==> config.mk <==
export PLATFORM = sky130hd
export DESIGN_NAME = tdes_block_packer_flat
export DESIGN_NICKNAME = d
export VERILOG_FILES = /design/src/rtl/tdes_block_packer_pkg.sv /design/src/rtl/tdes_block_packer_if.sv /design/src/rtl/tdes_byte_accum.sv /design/src/rtl/tdes_block_packer.sv /design/src/flat_wrapper.sv
export SDC_FILE = /design/constraint.sdc
export NUM_CORES = 1
export LEC_CHECK = 0
export CAP_MARGIN = 20
export CORE_ASPECT_RATIO = 0.7
export CORE_MARGIN = 1.5
export CORE_UTILIZATION = 40
export DETAILED_ROUTE_END_ITERATION = 10
export PLACE_DENSITY = 0.66
export SLEW_MARGIN = 25
export SYNTH_ARGS = -nofsm -noshare
export SYNTH_HDL_FRONTEND = slang
export SYNTH_SLANG_ARGS = --single-unit
==> constraint.sdc <==
create_clock -name clk -period 18.1 [get_ports clk]
set_input_delay 3.62 -clock clk [delete_from_list [all_inputs] [get_ports clk]]
set_output_delay 3.62 -clock clk [all_outputs]
set_load 0.1 [all_outputs]
==> src/rtl/tdes_block_packer_pkg.sv <==
// tdes_block_packer_pkg: shared TDES ingress constants, FSM states and PKCS#5 pad helper
package tdes_block_packer_pkg;
    localparam int BLK_W = 64;
    localparam int KEY_W = 64;
    localparam int LANES = 8;

    typedef enum logic [1:0] {IDLE, FILL, PADBLK} state_t;

    // m = bytes already used in the final block; m = 0 yields a full pad block of 8s
    function automatic logic [7:0] pkcs5_pad(input logic [3:0] m);
        return 8'(LANES - int'(m));
    endfunction
endpackage

==> src/rtl/tdes_block_packer_if.sv <==
// tdes_block_packer_if: config, byte-stream ingress and block egress of the TDES packer
//   cfg_load/cfg_key1..3 : key latch request
//   in_data/in_valid/in_last/in_ready : byte stream into the packer
//   out_data/out_key1..3/out_valid/out_last/out_ready : block stream to the pipeline
interface tdes_block_packer_if;
    import tdes_block_packer_pkg::*;
    logic             cfg_load;
    logic [KEY_W-1:0] cfg_key1, cfg_key2, cfg_key3;
    logic [7:0]       in_data;
    logic             in_valid, in_last, in_ready;
    logic [BLK_W-1:0] out_data;
    logic [KEY_W-1:0] out_key1, out_key2, out_key3;
    logic             out_valid, out_last, out_ready;

    modport slave (
        input  cfg_load, cfg_key1, cfg_key2, cfg_key3, in_data, in_valid, in_last, out_ready,
        output in_ready, out_data, out_key1, out_key2, out_key3, out_valid, out_last
    );
    modport master (
        output cfg_load, cfg_key1, cfg_key2, cfg_key3, in_data, in_valid, in_last, out_ready,
        input  in_ready, out_data, out_key1, out_key2, out_key3, out_valid, out_last
    );
endinterface

==> src/rtl/tdes_byte_accum.sv <==
// tdes_byte_accum: 8-lane byte accumulator with lane counter and final-block pad fill
//   clr/push/last/data : counter clear, accepted byte, final-byte flag, byte value
//   blk  : block formed from held lanes, the current byte and pad fill above it
//   full : current byte lands in the last lane
module tdes_byte_accum
    import tdes_block_packer_pkg::*;
#(
    parameter bit PAD_EN = 1'b1
) (
    input  logic             clk,
    input  logic             rst,
    input  logic             clr,
    input  logic             push,
    input  logic             last,
    input  logic [7:0]       data,
    output logic [BLK_W-1:0] blk,
    output logic             full
);
    logic [7:0] acc [LANES];
    logic [2:0] n;
    logic [7:0] fill;

    // lanes above the current byte only matter when it is the final byte,
    // so they always carry the pad value for a message ending here
    always_comb begin
        full = n == 3'd7;
        fill = PAD_EN ? pkcs5_pad({1'b0, n} + 4'd1) : 8'h00;
        for (int i = 0; i < LANES; i++)
            blk[BLK_W-1-8*i -: 8] = i < int'(n) ? acc[i] : i == int'(n) ? data : fill;
    end

    always_ff @(posedge clk or posedge rst)
        if (rst)
            n <= 3'd0;
        else if (clr)
            n <= 3'd0;
        else if (push)
            n <= (full || last) ? 3'd0 : n + 3'd1;

    always_ff @(posedge clk)
        if (push)
            acc[n] <= data;
endmodule

==> src/rtl/tdes_block_packer.sv <==
// tdes_block_packer: packs a byte stream into 64-bit TDES blocks with PKCS#5 padding and per-message keys
//   clk/rst : clock, asynchronous active-high reset
//   bus     : slave side of tdes_block_packer_if (config, byte ingress, block egress)
module tdes_block_packer
    import tdes_block_packer_pkg::*;
#(
    parameter bit PAD_EN = 1'b1
) (
    input logic               clk,
    input logic               rst,
    tdes_block_packer_if.slave bus
);
    state_t           state;
    logic [KEY_W-1:0] k1, k2, k3;
    logic [BLK_W-1:0] blk, nxt_data;
    logic             full, free, push, load, nxt_last;

    tdes_byte_accum #(.PAD_EN(PAD_EN)) u_accum (
        .clk  (clk),
        .rst  (rst),
        .clr  (state == IDLE && bus.cfg_load),
        .push (push),
        .last (bus.in_last),
        .data (bus.in_data),
        .blk  (blk),
        .full (full)
    );

    always_comb begin
        free         = !bus.out_valid || bus.out_ready;
        bus.in_ready = state == FILL && free;
        push         = bus.in_valid && bus.in_ready;
        load         = state == PADBLK ? free : push && (bus.in_last || full);
        nxt_data     = state == PADBLK ? {LANES{pkcs5_pad(4'd0)}} : blk;
        // a message ending exactly on a block boundary owes a trailing pad block
        nxt_last     = state == PADBLK || (bus.in_last && !(full && PAD_EN));
    end

    always_ff @(posedge clk or posedge rst)
        if (rst) begin
            state        <= IDLE;
            k1           <= '0;
            k2           <= '0;
            k3           <= '0;
            bus.out_valid <= 1'b0;
            bus.out_last <= 1'b0;
            bus.out_data <= '0;
            bus.out_key1 <= '0;
            bus.out_key2 <= '0;
            bus.out_key3 <= '0;
        end else begin
            if (bus.out_ready)
                bus.out_valid <= 1'b0;
            if (load) begin
                bus.out_valid <= 1'b1;
                bus.out_last <= nxt_last;
                bus.out_data <= nxt_data;
                bus.out_key1 <= k1;
                bus.out_key2 <= k2;
                bus.out_key3 <= k3;
            end
            case (state)
                IDLE: if (bus.cfg_load) begin
                    k1    <= bus.cfg_key1;
                    k2    <= bus.cfg_key2;
                    k3    <= bus.cfg_key3;
                    state <= FILL;
                end
                FILL:    state <= load && bus.in_last ? (full && PAD_EN ? PADBLK : IDLE) : FILL;
                PADBLK:  state <= free ? IDLE : PADBLK;
                default: state <= IDLE;
            endcase
        end
endmodule

==> src/flat_wrapper.sv <==
// flat-port wrapper written by rule: the top's interface ports become plain ports
module tdes_block_packer_flat import tdes_block_packer_pkg::*;
#(
    parameter bit PAD_EN = 1'b1
)
  (clk, rst, bus_cfg_load, bus_cfg_key1, bus_cfg_key2, bus_cfg_key3, bus_in_data, bus_in_valid, bus_in_last, bus_out_ready, bus_in_ready, bus_out_data, bus_out_key1, bus_out_key2, bus_out_key3, bus_out_valid, bus_out_last);
  tdes_block_packer_if bus_i ();
  input logic clk;
  input logic rst;
  input wire logic [$bits(bus_i.cfg_load)-1:0] bus_cfg_load;
  input wire logic [$bits(bus_i.cfg_key1)-1:0] bus_cfg_key1;
  input wire logic [$bits(bus_i.cfg_key2)-1:0] bus_cfg_key2;
  input wire logic [$bits(bus_i.cfg_key3)-1:0] bus_cfg_key3;
  input wire logic [$bits(bus_i.in_data)-1:0] bus_in_data;
  input wire logic [$bits(bus_i.in_valid)-1:0] bus_in_valid;
  input wire logic [$bits(bus_i.in_last)-1:0] bus_in_last;
  input wire logic [$bits(bus_i.out_ready)-1:0] bus_out_ready;
  output wire logic [$bits(bus_i.in_ready)-1:0] bus_in_ready;
  output wire logic [$bits(bus_i.out_data)-1:0] bus_out_data;
  output wire logic [$bits(bus_i.out_key1)-1:0] bus_out_key1;
  output wire logic [$bits(bus_i.out_key2)-1:0] bus_out_key2;
  output wire logic [$bits(bus_i.out_key3)-1:0] bus_out_key3;
  output wire logic [$bits(bus_i.out_valid)-1:0] bus_out_valid;
  output wire logic [$bits(bus_i.out_last)-1:0] bus_out_last;
  assign bus_i.cfg_load = bus_cfg_load;
  assign bus_i.cfg_key1 = bus_cfg_key1;
  assign bus_i.cfg_key2 = bus_cfg_key2;
  assign bus_i.cfg_key3 = bus_cfg_key3;
  assign bus_i.in_data = bus_in_data;
  assign bus_i.in_valid = bus_in_valid;
  assign bus_i.in_last = bus_in_last;
  assign bus_i.out_ready = bus_out_ready;
  assign bus_in_ready = bus_i.in_ready;
  assign bus_out_data = bus_i.out_data;
  assign bus_out_key1 = bus_i.out_key1;
  assign bus_out_key2 = bus_i.out_key2;
  assign bus_out_key3 = bus_i.out_key3;
  assign bus_out_valid = bus_i.out_valid;
  assign bus_out_last = bus_i.out_last;
  tdes_block_packer #(.PAD_EN(PAD_EN)) u_core (.clk(clk), .rst(rst), .bus(bus_i));
endmodule
**After elaboration in Yosys (flattened, before gate mapping)**

Memories as Yosys holds them, arrays and structs flattened.
Index checks and enable logic that the tools add are counted.

- Bits in writable memories: 64
- Logic and storage cells: 78
- Input bits: 206
- Memories: 1
- Bits in registers: 455

- Add/sub/neg operators: 3
- Equality and inequality tests: 11
- Reduce and logical (&&, ||, !) cells: 16
- Muxes and demuxes: 29
- Order comparisons: 7

Memory list:

| memory | words | bits a word | rd ports | clocked after Yosys merged registers in | write ports | line | RTL |
|---|---|---|---|---|---|---|---|
| u_core.u_accum.acc | 8 | 8 | 7 | 0 | 1 | tdes_byte_accum.sv:19 | `logic [7:0] acc [LANES];` |

Operators by type and width:

| operator | count |
|---|---|
| 2-to-1 mux 8 bit | 15 |
| 2-to-1 mux 64 bit | 1 |
| == test 3 bit (first input constant) | 4 |
| less-than comparator 3 bit (first input constant) | 3 |
| 2-to-1 mux 3 bit | 3 |
| 2-to-1 mux 2 bit | 4 |
| == test 2 x 3 -> 1 bit (first input constant) | 2 |
| logical AND 1 bit | 6 |
| less-than comparator 1 x 3 -> 1 bit (first input constant) | 2 |
| less-than comparator 2 x 3 -> 1 bit (first input constant) | 2 |
| one-hot mux 2 bit (3 select lines) | 1 |
| 2-to-1 mux 1 bit | 5 |
| subtractor 4 x 4 -> 5 bit (first input constant) | 1 |
| adder 3 x 1 -> 4 bit (second input constant) | 1 |
| nonzero test 2 bit | 2 |
| adder 3 x 1 -> 3 bit (second input constant) | 1 |
| == test 1 x 3 -> 1 bit (first input constant) | 1 |
| == test 3 bit (second input constant) | 1 |
| logical NOT 3 bit | 1 |
| logical OR 1 bit | 3 |
| == test 2 x 1 -> 1 bit (second input constant) | 1 |
| == test 2 bit (second input constant) | 1 |
| logical NOT 1 bit | 2 |
| logical NOT 2 bit | 1 |
| 2 further kinds | 2 |

**Depth between registers and ports, before layout**

- Word-level depth: 9
- Gate-level depth with buffers: 9
- Mapped depth without buffers: 6

**Modules after synthesis**

A second synthesis with hierarchy kept.

- Cells, all modules: 2339
- Area, all modules: 24574.8 sq um

By module, submodules not included:

| module | cells an instance | area an instance (sq um) | sequential area each (sq um) | times used |
|---|---|---|---|---|
| tdes_block_packer | 2052 | 21570.7 | 11310.8 | 1 |
| tdes_byte_accum | 287 | 3004.1 | 1756.7 | 1 |

**Least setup slack after synthesis**

OpenSTA, ideal clock, no wires.

- Path type: in2out
- Start: in bus_out_ready
- End: out bus_in_ready
- Stages on the path: 3
- Required time: 14.480 ns
- Data arrival time: 4.667 ns
- Setup slack: 9.813 ns
- Cells stage by stage: nand2b_1 > buf_2 > and2_1

- Word-level cells in the longest chain between the ends: 2

Ends and longest elaborated chain:

| element | line | RTL |
|---|---|---|
| start, declared | flat_wrapper.sv:17 | `input wire logic [$bits(bus_i.out_ready)-1:0] bus_out_ready;` |
| logical OR 1 bit | tdes_block_packer.sv:30 | `free = !bus.out_valid \|\| bus.out_ready;` |
| logical AND 1 bit | tdes_block_packer.sv:31 | `bus.in_ready = state == FILL && free;` |
| end, declared | flat_wrapper.sv:18 | `output wire logic [$bits(bus_i.in_ready)-1:0] bus_in_ready;` |

No other way between the ends.

**Final worst setup path**

Ends and elaborated chain as after synthesis.

==> metrics.md <==
| Metric | Value |
|---|---|
| CTS tree | built |
| Cell Area, Synth | 19760 sq um |
| Detailed Place HPWL | 34310 um |
| Vias | 12462 |
| Largest family of logic cells by synthesized area | multiplexers |
| Crit-path max FO | 10 |
| Synth Instances | 1303 |
| Clock transition at path regs | 0.06 ns |
| Final Skew | 0.02008 ns |
| Largest net degree at the start of global routing | 138 |
| Remaining global-route overflow | 0 |
| Clk_lat worst skew | 0.56 ns |
| Drt total wl | 50610 um |
| First-iteration detailed-routing DRC count | 655 |
| Die width | 268.6 um |
| Per-cell routed wire length | 20.66 um |
| CP startpoint kind | input port |
| Seq/Total Area, Yosys | 0.6614 |
| Hold path startpoint | u_core.k1[49]$_DFFE_PP0P_ |
| Max-cap viol count | 0 |
| CTS buffer count | 50 |
| Share of post-route cells with drive strength above 1 | 0.1696 |
| Endpoints failing setup | 0 |
| Yosys warns | 0 |
| Final setup margin | 8.753 ns |
| Worst endpoint data arrival time | 5.73 ns |
| Run status | completed |
| DR vias/cell | 5.087 |
| Main flop type after synthesis | dfrtp_1 |
| Standard cell core area | 48290 sq um |
| R2r startpoint | u_core.u_accum.n[1]$_DFFE_PP0P_ |
| Setup TNS | 0 ns |
| CP Capture Type | output port |
| FMAX | 0.1070 GHz |
| Gr usage total | 0.1991 |
| Actual slew at the worst max-slew pin | 1.079 ns |
| Hold WC Path Type | reg2reg |
| WP data required | 14.48 ns |
| Syn nets | 1515 |
| Die span in y | 188.9 um |
| DRC | 0 |
| Crit Path Category | in2out |
| Final period utilization | 0.5164 |
| Vias in the first global route | 13368 |
| Placer Congestion | 0.8321 |
| CTS root buffer | clkbuf_16 |
| Simple-Gate Fraction of Synth Area | 0.04066 |
| Crit path launch | bus_out_ready |
| Setup Fix Bufs, Post-CTS | 0 |
| Hold buffer count at CTS | 0 |
| Post-CTS sizing | 0 |
| Mux share of post-synthesis cell area | 0.2189 |
| Post-Synth XOR/XNOR Area | 0 |
| Number of flops mapped to enable cells by yosys | 56 |
| Syn avg cell area | 15.16 sq um |
| Port-buffer cells | 464 |
| Synth async-reset ratio | 0.8904 |
| DP Worst Slack | 8.785 ns |
| Unrepaired setup endpoints after global routing | no |
| Antenna Nets Post-Route | 0 |
| First-pass GRT wire length | 78470 um |
| CTS H-tree lvls | 2 |
| Initial cell density of the core | 0.4092 |
| Max-Slew Margin vs Limit | 0.2786 |
| Final hold vios | 0 |
| Layout area overhead | 34.48% |
| Adder-cell share of the synthesized area | 0.003800 |
| CTS Sinks | 511 |
| Final Max Tran Viols | 0 |
| Clock Path Buffers | 3 |
| Row cnt | 67 |
| I/O pin count | 465 |
| Synth Area in Compound Gates | 0.04756 |
| Initial antenna violation count | 5 |
| Tmin final | 9.347 ns |
| Die area | 50760 sq um |
| Netlist cell types | 43 |
| Synth Register Bits | 511 |
| First drt pass iteration count | 5 |
| Nets | 1965 |
-- critical path, stage by stage --
cell	delay, ns
clkdlybuf4s50_1	0.45
nand2b_1	0.27
and2_1	0.23
clkdlybuf4s50_1	1.15
-- path summary, 6_finish.rpt --
check                                                      end  slack, ns  cells after the start
min reg2reg                u_core.bus.out_key1[49]$_DFFE_PP0N_       0.47                      1
max                                               bus_in_ready       8.75                      4
min                        u_core.bus.out_key1[49]$_DFFE_PP0N_       0.47                      1
max reg2reg                u_core.bus.out_key3[22]$_DFFE_PP0N_      13.83                      9
max in group asynchronous  u_core.bus.out_key1[16]$_DFFE_PP0N_      11.68                      5
min in group asynchronous     u_core.bus.out_valid$_DFFE_PP0P_       3.55                      2
-- logic make-up (layout without fill, tap and decap cells) --
| logic type | after synthesis | after routing |
|---|---|---|
| mux | 384 | 384 |
| other cells | 0 | 3 |
| compound gates | 149 | 149 |
| simple gates | 158 | 158 |
| fa+ha+maj | 6 | 6 |
| flops | 511 | 511 |
| buf+inv | 95 | 584 |
-- layout by cell type, fill, tap and decap left out, types with 2 or more instances in the layout --
master	instances
a31o_2	6
dfrtp_1	455
ha_1	6
o22ai_1	2
clkinv_2	4
nor2b_1	13
nor3_1	4
inv_1	5
nor3_2	3
nand3_1	62
mux2_1	192
a22oi_1	5
buf_4	21
nand2_1	33
edfxtp_1	56
a31o_1	3
nand3b_1	3
a31oi_1	17
clkbuf_8	12
and2_1	2
clkbuf_1	14
diode_2	3
a311oi_1	2
a221oi_1	4
clkinv_1	5
mux2_2	192
buf_16	2
o21ai_0	47
clkdlybuf4s50_1	462
nand4_1	3
nor2_1	16
or3_1	2
o31ai_1	15
o211ai_1	4
and3_1	8
a32o_1	8
nand2b_1	3
a21oi_1	32
clkbuf_16	53
-- final cells by class --
| cell class | count | area, sq um |
|---|---|---|
| Clock inverter | 12 | 85.08 |
| Antenna cell | 3 | 7.507 |
| Multi-Input combinational cell | 697 | 6163 |
| Timing Repair Buffer | 487 | 4847 |
| Inverter | 6 | 35.03 |
| Sequential cell | 511 | 13070 |
| Clock buffer | 79 | 1544 |
| Tap cell | 655 | 819.5 |
| Fill cell | 3965 | 21720 |
-- layer usage --
layer  global-route usage  vias up  part of all wire
li1                     -     5595                 -
met1               0.2600     6384              0.42
met2               0.3173      397              0.47
met3              0.06503       82             0.085
met4              0.05575        4             0.024
met5                    0        -           0.00051
-- synthesized netlist by cell type (15+ instances only) --
library cell,count,area (sq um)
o21ai_0,47,235.2
nand2_1,33,123.9
dfrtp_1,455,11390
buf_2,21,105.1
buf_6,22,247.7
nand3_1,62,310.3
a31oi_1,17,106.4
edfxtp_1,56,1682
nor2_1,16,60.06
o31ai_1,15,112.6
clkbuf_1,39,146.4
mux2_2,192,2162
a21oi_1,32,160.2
mux2_1,192,2162
-- through the flow --
step,cell area [sq um],utilization,hold slack [ns],std cells
finish,26570,0.5502,0.4740,2450
global route,26570,0.5502,0.4948,2450
CTS,26510,0.5489,0.4730,2445
detailed placement,24880,0.5152,0.4684,2354
floorplan,19760,-,0.4541,1303
global placement,24870,0.5150,0.4598,2354
-- sequential cells by signal, summed over array words and instances (netlist names) --
register	count
u_core.bus.out_data	64
u_core.bus.out_key1	64
u_core.bus.out_key2	64
u_core.bus.out_key3	64
u_core.bus.out_last	1
u_core.bus.out_valid	1
u_core.k1	64
u_core.k2	64
u_core.k3	64
u_core.state	2
u_core.u_accum.acc	56
u_core.u_accum.n	3
Power is left out: the tool's default activity adds up to more than one toggle a clock period on the data nets, which glitch-free logic cannot reach.
